[src/rtl/cluster_clock_gate_ctrl.sv]
// Per-domain auto clock-gating controller: counts idle cycles, quiesces the
// domain through a req/ack handshake, and re-enables with a settle delay on wake.
module cluster_clock_gate_ctrl #(
    parameter int unsigned NUM_DOMAINS = 4,
    parameter int unsigned IDLE_CYCLES = 16,
    parameter int unsigned WAKE_CYCLES = 2
) (
    input  logic                   clk_i,
    input  logic                   rst_i,
    input  logic                   test_en_i,
    input  logic                   ctrl_en_i,
    input  logic [NUM_DOMAINS-1:0] busy_i,
    input  logic [NUM_DOMAINS-1:0] wake_i,
    input  logic [NUM_DOMAINS-1:0] gate_ack_i,
    output logic [NUM_DOMAINS-1:0] gate_req_o,
    output logic [NUM_DOMAINS-1:0] clk_en_o,
    output logic [NUM_DOMAINS-1:0] ready_o
);

    localparam int unsigned MAX_CYC = (IDLE_CYCLES > WAKE_CYCLES) ? IDLE_CYCLES : WAKE_CYCLES;
    localparam int unsigned CNT_W   = $clog2(MAX_CYC + 1);
    localparam logic [CNT_W-1:0] IDLE_LAST = CNT_W'(IDLE_CYCLES - 1);
    localparam logic [CNT_W-1:0] WAKE_LAST = CNT_W'((WAKE_CYCLES > 0) ? WAKE_CYCLES - 1 : 0);

    typedef enum logic [1:0] {
        ST_ACTIVE,
        ST_DRAIN,
        ST_OFF,
        ST_WAKE
    } state_t;

    for (genvar d = 0; d < NUM_DOMAINS; d++) begin : g_dom
        state_t           state_q, state_d;
        logic [CNT_W-1:0] cnt_q, cnt_d;
        logic             req_q, en_q, rdy_q;
        logic             req_d, en_d, rdy_d;
        logic             idle;
        logic             wake_any;

        assign idle     = ctrl_en_i & ~test_en_i & ~busy_i[d] & ~wake_i[d];
        assign wake_any = wake_i[d] | test_en_i | ~ctrl_en_i;

        always_ff @(posedge clk_i) begin
            if (rst_i) begin
                state_q <= ST_ACTIVE;
                cnt_q   <= '0;
                req_q   <= 1'b0;
                en_q    <= 1'b1;
                rdy_q   <= 1'b1;
            end else begin
                state_q <= state_d;
                cnt_q   <= cnt_d;
                req_q   <= req_d;
                en_q    <= en_d;
                rdy_q   <= rdy_d;
            end
        end

        always_comb begin
            state_d = state_q;
            cnt_d   = cnt_q;
            case (state_q)
                ST_ACTIVE: begin
                    if (!idle) begin
                        cnt_d = '0;
                    end else if (cnt_q == IDLE_LAST) begin
                        state_d = ST_DRAIN;
                        cnt_d   = '0;
                    end else begin
                        cnt_d = cnt_q + CNT_W'(1);
                    end
                end
                // Abort has priority over a coincident acknowledge.
                ST_DRAIN: begin
                    if (!idle) begin
                        state_d = ST_ACTIVE;
                        cnt_d   = '0;
                    end else if (gate_ack_i[d]) begin
                        state_d = ST_OFF;
                    end
                end
                ST_OFF: begin
                    if (wake_any) begin
                        cnt_d = '0;
                        if (WAKE_CYCLES == 0) state_d = ST_ACTIVE;
                        else                  state_d = ST_WAKE;
                    end
                end
                ST_WAKE: begin
                    if (cnt_q == WAKE_LAST) begin
                        state_d = ST_ACTIVE;
                        cnt_d   = '0;
                    end else begin
                        cnt_d = cnt_q + CNT_W'(1);
                    end
                end
                default: begin
                    state_d = ST_ACTIVE;
                    cnt_d   = '0;
                end
            endcase
        end

        // Outputs decoded from the next state and registered alongside it, so
        // they change on the same edge as the state without a comb output path.
        always_comb begin
            req_d = 1'b0;
            en_d  = 1'b1;
            rdy_d = 1'b1;
            case (state_d)
                ST_DRAIN: req_d = 1'b1;
                ST_OFF: begin
                    en_d  = 1'b0;
                    rdy_d = 1'b0;
                end
                ST_WAKE:  rdy_d = 1'b0;
                default:  ;
            endcase
        end

        assign gate_req_o[d] = req_q;
        assign clk_en_o[d]   = en_q;
        assign ready_o[d]    = rdy_q;
    end

endmodule

[config.mk]
export PLATFORM = sky130hd
export DESIGN_NAME = cluster_clock_gate_ctrl
export DESIGN_NICKNAME = d
export VERILOG_FILES = /design/src/rtl/cluster_clock_gate_ctrl.sv
export SDC_FILE = /design/constraint.sdc
export NUM_CORES = 1
export LEC_CHECK = 0
export BUFFER_PORTS_ARGS = -buffer_cell sky130_fd_sc_hd__buf_2
export CORE_MARGIN = 1
export CORE_UTILIZATION = 55
export CTS_CLUSTER_SIZE = 28
export DETAILED_ROUTE_END_ITERATION = 6
export MAX_ROUTING_LAYER = met4
export PLACE_DENSITY = 0.82
export SLEW_MARGIN = 15
export SYNTH_ARGS = -nofsm -noshare
export SYNTH_HDL_FRONTEND = slang
export SYNTH_SLANG_ARGS = --single-unit
[constraint.sdc]
create_clock -name clk_i -period 2.1 [get_ports clk_i]
set_clock_uncertainty 0.05 [all_clocks]
set_input_delay 0 -clock clk_i [delete_from_list [all_inputs] [get_ports clk_i]]
set_output_delay 0 -clock clk_i [all_outputs]
set_load 0.02 [all_outputs]
Word-level counts from Yosys, hierarchy flattened
Index checks and enable logic that the tools add are counted.

Bits in read-only memories: 0. Flip-flop bits (word level): 40. Input port bits: 16. Logic and storage cells: 167. Bits in latches: 0. Memories kept: 0. RAM bits: 0.

Divide/modulo/power cells: 0. Add/subtract/negate cells: 4. Order comparisons: 0. Equal/unequal tests: 40. $mul: 0. Bitwise operators: 27. Shift-type cells: 0. Reductions and logical operators: 12. Multiplexer cells: 64.

Operators with widths (number): 5-bit 2-to-1 mux (20); 5-bit one-hot mux with 4 select lines (4); 2-bit 2-to-1 mux (24); 2-bit equality test, second input constant (16); 2-bit one-hot mux with 4 select lines (4); 5-bit by 1-bit adder with 5-bit output, second input constant (4); 5-bit by 1-bit equality test with 1-bit output, second input constant (4); 5-bit by 4-bit equality test with 1-bit output, second input constant (4); 2-bit by 1-bit equality test with 1-bit output, second input constant (8); 2-bit inequality test, second input constant (8); 1-bit 2-to-1 mux (12); 1-bit NOT (10); 1-bit bitwise AND (9); 2-bit logical NOT (4); 1-bit OR (8); 2-bit AND reduction (4); 2-bit OR reduction (4).

Longest topological paths before layout
Gate-level depths: netlist of the first run.

Depth after elaboration: 9. Mapped depth: 8.

Worst setup path before layout of the first run
OpenSTA, ideal clock, no wires.

Path kind: register to register. From: register g_dom[1].cnt_q[0]. To: register g_dom[1].req_q. Arrival: 1.609 ns. Stages on the path, launching flop included: 6. Path slack: 0.306 ns. Period minus slack after synthesis: 1.794 ns. Data required time: 1.915 ns. Setup time: 0.135 ns. Path buffers: 0. Cells stage by stage: dfxtp_1 ha_1 or4b_4 o21a_1 a222oi_1 nor3b_1.

Longest elaborated chain between the ends: 6.

Ends and longest elaborated chain: start: declaration (line 34) `logic [CNT_W-1:0] cnt_q, cnt_d;`; start signal: assignment (line 52) `cnt_q <= cnt_d;`; 5-bit by 4-bit equality test with 1-bit output (line 66) `end else if (cnt_q == IDLE_LAST) begin`; 2-bit 2-to-1 mux (line 66); 2-bit 2-to-1 mux (line 64) `if (!idle) begin`; 2-bit one-hot mux with 4 select lines * (line 62) `case (state_q)`; 2-bit by 1-bit equality test with 1-bit output * (line 110) `case (state_d)`; 1-bit 2-to-1 mux * (line 110); end signal: assignment (line 53) `req_q <= req_d;`; end: declaration (line 35) `logic req_q, en_q, rdy_q;`.

Every way passes the cells marked *; elsewhere a longest branch is shown, timed or not. A chain may end at the register's enable or synchronous reset.

Worst setup path after layout of the first run
Ends and elaborated chain as after synthesis.

==> flow_metrics.tcl, run 1 <==
set metrics [dict create \
    status "finished, violations left" \
    violations "design-rule violations" \
    max_freq_mhz 514 \
    cts_tree "yes" \
    whs_ps 8.01 \
    coreArea_sq_um 3800 \
    crit_type "flop to flop" \
    placed_area_sq_um 2340 \
    r2r_cells 6 \
    place_hpwl_um 2940 \
    placedCellCount 323 \
    clk-insertion-delay-late_ps 300 \
    period_needed_ps 1950 \
    num_rows 22 \
    drtAntennaViolNets 0 \
    synth_compound_area_share_pct 16.4 \
    num_vias 1895 \
    synthMuxAreaShare_pct 0.941 \
    met3_usage_pct 5.00 \
    clockBufferDepth 2 \
    yosys.area_share.simple_pct 29.1 \
    fin_setup_tns_ps 0 \
    finalNetCount 316 \
    antenna_found_initial 0 \
    required_ps 2210 \
    rsz0062_at_grt "no" \
    areaGrowthSynthToFinish_pct 10.0 \
    ys_seq_elements 40 \
    initial_core_util_pct 59.5 \
    grt.met1_usage_pct 25.7 \
    finalMaxSlewViolations 0 \
    p_leak_nw 0.985 \
    grt_pass1_wl_um 6890 \
    cts_buffers 5 \
    clkTransAtPathRegs_ps 70 \
    ff2ff_setup_slack_ps 150 \
    synthTopCellsByCount "dfxtp_1 (40), inv_1 (21), a21oi_1 (18)" \
    post_synth_xor_area_fraction_pct 0.388 \
    syn_avg_cell_area_sq_um 8.46 \
    critPathArrivalTime_ps 2060 \
    gp_congestion 0.800 \
    worstMarginPinSlew_ps 581 \
    r2r-end "g_dom[1].req_q" \
    ir_drop_uv 390 \
    antenna_cells 0 \
    dr.pass1.iters 7 \
    final_cells 332 \
    grtUsageTotal_pct 21.4 \
    synth-async-reset-ratio_pct 0 \
    netlist.area_leader.share_pct 35.4 \
    synth.yosys.seq_area_share_pct 35.4 \
    r2r_start "g_dom[1].cnt_q[0]" \
    finalCritPeriodShare_pct 92.6 \
    synth_edf_count 0 \
    setup_violations 0 \
    gr-total-overflow 0 \
    crit_path_end_kind "flop" \
    power_frac_seq_pct 48.7 \
    slew_headroom_pct 60.7 \
    switching_power_uw 312 \
    met2_usage_pct 33.0 \
    syn_nets 299 \
    synthTopCellsByArea "dfxtp_1 (35%), ha_1 (8.9%), a21oi_1 (4.0%)" \
    power_density_nw_per_um2 631 \
    routed_via_density 5.71 \
    maxCapViolCount 0 \
    synth-warning-count 0 \
    synth_most_common_cell "dfxtp_1" \
    path_max_fanout 5 \
    worstHoldPathType "primary input to flop" \
    hold_viol 0 \
    die_h_um 66.1 \
    final_area_sq_um 2490 \
    die_w_um 66.1 \
    io_pins 28 \
    synthCells 267 \
    drive_above_1_share_pct 16.5 \
    postLayoutSetupSlackWorst_ps 155 \
    crit_path_start "g_dom[1].cnt_q[0]" \
    p_int_mw 1.26 \
    wl_per_cell_um 12.9 \
    dr.first_iter.drc_count 156 \
    startpoint_type "flop" \
    pre_cts_slack_ps 161 \
    switching_share_pct 19.9 \
    netlist_area_sq_um 2260 \
    cts.sinks 40 \
    grt_start_max_net_pins 33 \
    endpoint "g_dom[1].req_q" \
    comb_power_share_pct 4.4 \
    wl_um 4270 \
    htree_levels 2 \
    synth_flop_cell "dfxtp_1" \
    dieArea_sq_um 4370 \
    synth_area_leader_cell "dfxtp_1" \
    first_global_vias 1647 \
    synth_top_family_by_area "simple AND/OR/NAND/NOR gates" \
    synth_cell_types 51 \
    clock-root-buffer "clkbuf_8" \
    synthAdderAreaFrac_pct 8.86 \
    min_path_cells 3 \
    grt-busiest-layer "met2" \
    portBuffers 27 \
    drc 2 \
    clockPowerShare_pct 47.0 \
]
metrics by stage:
stage,utilization (%),total power [mW]
final,65.4,1.57
after global placement,61.6,0.847
after CTS,65.3,1.58
after global routing,65.4,1.62
after detailed placement,61.6,0.847
after floorplan,-,0.818
worst max-delay path: stages, from the launching register on:
cell and delay [ps]:
dfxtp_1 390, ha_1 150, or4b_4 470, o21a_1 190, a222oi_1 330, buf_4 180
nor3b_1 50
layer usage:
layer	routed length [um]	part of all wire (%)
met5	0	0
met3	230	5.4
met1	2080	49
met4	78	1.8
met2	1880	44
cells by family (layout without fill, tap and decap cells):
kind of cell               after synthesis  count (layout)
AOI/OAI and AO/OA                       57              57
xor gates and xnor gates                 1               1
adders and majority gates               16              16
buffers and inverters                   41              58
DFF                                     40              40
muxes                                    2               2
and+or+nand+nor                        110             110
layout make-up:
| type | count | area [sq um] |
|---|---|---|
| clock inverters | 2 | 60.1 |
| flip-flops and latches | 40 | 801 |
| fillers | 322 | 1310 |
| repair buffers | 30 | 160 |
| well taps | 48 | 60.1 |
| inverters | 21 | 78.8 |
| multi-input cells | 186 | 1260 |
| clock buffers | 5 | 68.8 |
registers in the layout, summed over array words and instances (netlist names):
| signal | cells |
|---|---|
| g_dom.rdy_q | 4 |
| g_dom.cnt_q | 20 |
| g_dom.req_q | 4 |
| g_dom.en_q | 4 |
| g_dom.state_q | 8 |
worst min path at each step:
stage	start	to	slack [ps]
after floorplan	rst_i	g_dom[2].state_q[0]	110
after global placement	gate_ack_i[2]	g_dom[2].state_q[1]	280
after detailed placement	gate_ack_i[2]	g_dom[2].state_q[1]	290
after CTS	gate_ack_i[1]	g_dom[1].state_q[1]	4
after global routing	gate_ack_i[1]	g_dom[1].state_q[1]	30
final	gate_ack_i[1]	g_dom[1].state_q[1]	8
timing repair:
action / 4_1_cts / 5_1_grt
endpoints found under the setup margin: 0 / 2
resized for setup: 0 / 0
hold buffers: 1 / 0
hold endpoints to repair: 2 / 0
setup buffers: 0 / 1
layout by cell type (no fill, tap or decap), types with 5 or more instances in the layout:
cell type	n
a21oi_1	18
and2_1	6
buf_2	27
clkbuf_8	5
dfxtp_1	40
ha_1	16
inv_1	21
nand2_1	15
nand3_1	13
nor2_1	16
nor2b_1	12
nor3_1	11
nor3b_1	5
o21ai_0	6
o22ai_1	7
power groups by stage:
stage / registers (mW) / logic, mW / clock network, mW
floorplan: 0.781 / 0.0371 / 0
global placement: 0.781 / 0.0656 / 0
detailed placement: 0.781 / 0.0660 / 0
CTS: 0.763 / 0.0682 / 0.749
global route: 0.764 / 0.0756 / 0.782
finish: 0.764 / 0.0683 / 0.738
(Power assumes the default switching activity.)
==> run 2, diff against run 1 <==
--- a/config.mk
+++ b/config.mk
@@ -7,11 +7,11 @@
 export LEC_CHECK = 0
 export BUFFER_PORTS_ARGS = -buffer_cell sky130_fd_sc_hd__buf_2
 export CORE_MARGIN = 1
-export CORE_UTILIZATION = 55
+export CORE_UTILIZATION = 45
 export CTS_CLUSTER_SIZE = 28
 export DETAILED_ROUTE_END_ITERATION = 6
 export MAX_ROUTING_LAYER = met4
-export PLACE_DENSITY = 0.82
+export PLACE_DENSITY = 0.7
 export SLEW_MARGIN = 15
 export SYNTH_ARGS = -nofsm -noshare
 export SYNTH_HDL_FRONTEND = slang
==> run 2 against run 1 <==
Against the previous run: the flow now finishes without violations; non-clock buffer count stayed put; die area is 22% higher; via count is 1.3% lower; critical path depth is 1 lower; clock power is 8.7% lower; fmax is 0.44% lower; global-route usage is 3.2 points lower; sequential cell count stayed put; sequential share of layout area is 0.24 points lower; register-to-register slack hardly changed; critical path type unchanged; largest cell class unchanged; highest routed layer unchanged.
==> flow_metrics.tcl, run 2 (synthesized netlist as in run 1, its figures left out) <==
set metrics [dict create \
    status "complete, no violations" \
    wl_um 4280 \
    required_ps 2220 \
    drtAntennaViolNets 0 \
    crit_type "flop to flop" \
    startpoint_type "flop" \
    setup_violations 0 \
    gr-total-overflow 0 \
    cts_resized 0 \
    dr.first_iter.drc_count 93 \
    initial_core_util_pct 47.2 \
    switching_power_uw 328 \
    final_cell_mix "dfxtp_1 (40), buf_2 (27), inv_1 (21)" \
    max_freq_mhz 512 \
    dieArea_sq_um 5310 \
    grt_pass1_wl_um 7230 \
    power_density_nw_per_um2 602 \
    final_cells 352 \
    final_util_pct 52.3 \
    cts_buffers 5 \
    finalNetCount 316 \
    io_pins 28 \
    comb_power_share_pct 4.7 \
    cts_tree "yes" \
    period_needed_ps 1950 \
    drive_above_1_share_pct 16.5 \
    first_global_vias 1684 \
    routed_via_density 5.32 \
    reg.largest.list "g_dom.cnt_q (20), g_dom.state_q (8)" \
    final_area_sq_um 2500 \
    placed_area_sq_um 2360 \
    largest-register "g_dom.cnt_q" \
    slew_headroom_pct 57.2 \
    critPathArrivalTime_ps 2070 \
    crit_path_end_kind "flop" \
    antenna_cells 0 \
    gp_congestion 0.858 \
    die_w_um 72.9 \
    place_hpwl_um 3050 \
    wl_per_cell_um 12.1 \
    p_leak_nw 0.983 \
    die_h_um 72.9 \
    rsz0062_at_grt "no" \
    clock-root-buffer "clkbuf_8" \
    placedCellCount 342 \
    clockBufferDepth 2 \
    grt_start_max_net_pins 33 \
    coreArea_sq_um 4790 \
    clockPowerShare_pct 44.7 \
    clk-insertion-delay-late_ps 300 \
    ir_drop_uv 294 \
    finalCritPeriodShare_pct 93.0 \
    num_rows 25 \
    worstHoldPathType "primary input to flop" \
    hold_viol 0 \
    min_path_cells 4 \
    dr.pass1.iters 4 \
    htree_levels 2 \
    r2r_cells 5 \
    post_cts_buffers 0 \
    power_frac_seq_pct 50.6 \
    cts.sinks 40 \
    worstMarginPinSlew_ps 633 \
    fin_setup_tns_ps 0 \
    num_vias 1871 \
    finalMaxSlewViolations 0 \
    grtUsageTotal_pct 18.2 \
    clkTransAtPathRegs_ps 80 \
    maxCapViolCount 0 \
    switching_share_pct 21.8 \
    largest_reg_flops 20 \
    p_int_mw 1.18 \
    final_common_cell "dfxtp_1" \
    drc 0 \
    antenna_found_initial 0 \
    areaGrowthSynthToFinish_pct 10.9 \
    path_max_fanout 5 \
    portBuffers 27 \
]
[run 2: power groups by stage]
stage / combinational (mW) / clock [mW] / sequential [mW]
after floorplan: 0.0371 / 0 / 0.781
after global placement: 0.0666 / 0 / 0.781
after detailed placement: 0.0671 / 0 / 0.781
after CTS: 0.0703 / 0.697 / 0.763
after global routing: 0.0775 / 0.723 / 0.764
final: 0.0703 / 0.674 / 0.763
[run 2: layout make-up]
type	instances	area (sq um)
clock inverters	2	38.8
clock buffers	6	82.6
fillers	463	2280
well taps	67	83.8
multi-input cells	186	1260
repair buffers	30	163
flip-flops and latches	40	801
inverters	21	78.8
[run 2: final timing paths]
check | to | slack (ps) | from
worst max-delay path | g_dom[1].req_q | 150 | g_dom[1].cnt_q[0]
worst min-delay path | g_dom[3].req_q | 20 | gate_ack_i[3]
worst max register to register | g_dom[1].req_q | 150 | g_dom[1].cnt_q[0]
worst min register to register | g_dom[1].cnt_q[1] | 440 | g_dom[1].cnt_q[1]
[run 2: critical path, cell delays in order, from the launching register on]
cell and delay (ps):
dfxtp_1 400, ha_1 150, or4b_4 460, o21a_1 190, a222oi_1 480, nor3b_1 90
[run 2: what timing repair did]
item / in CTS / in global routing
setup endpoints to repair: 0 / 0
hold buffers: 2 / 0
hold endpoints to repair: 4 / 0
[run 2: stage by stage]
stage | setup WS [ps] | total power [mW] | hold WS (ps)
3_5_place_dp | 176 | 0.848 | 298
6_report | 146 | 1.51 | 17.5
2_1_floorplan | 306 | 0.818 | 113
5_1_grt | 6.56 | 1.56 | 42.3
3_3_place_gp | 212 | 0.848 | 302
4_1_cts | 160 | 1.53 | 9.31
[run 2: routing by layer]
| layer | part of all wire (%) | vias up | wire, um | global-route usage (%) |
|---|---|---|---|---|
| met5 | 0 | - | 0 | - |
| met4 | 1.5 | 0 | 64 | 7.19 |
| met3 | 5.0 | 5 | 214 | 4.97 |
| met2 | 42 | 47 | 1790 | 27.3 |
| met1 | 52 | 854 | 2210 | 23.2 |
| li1 | - | 965 | - | - |
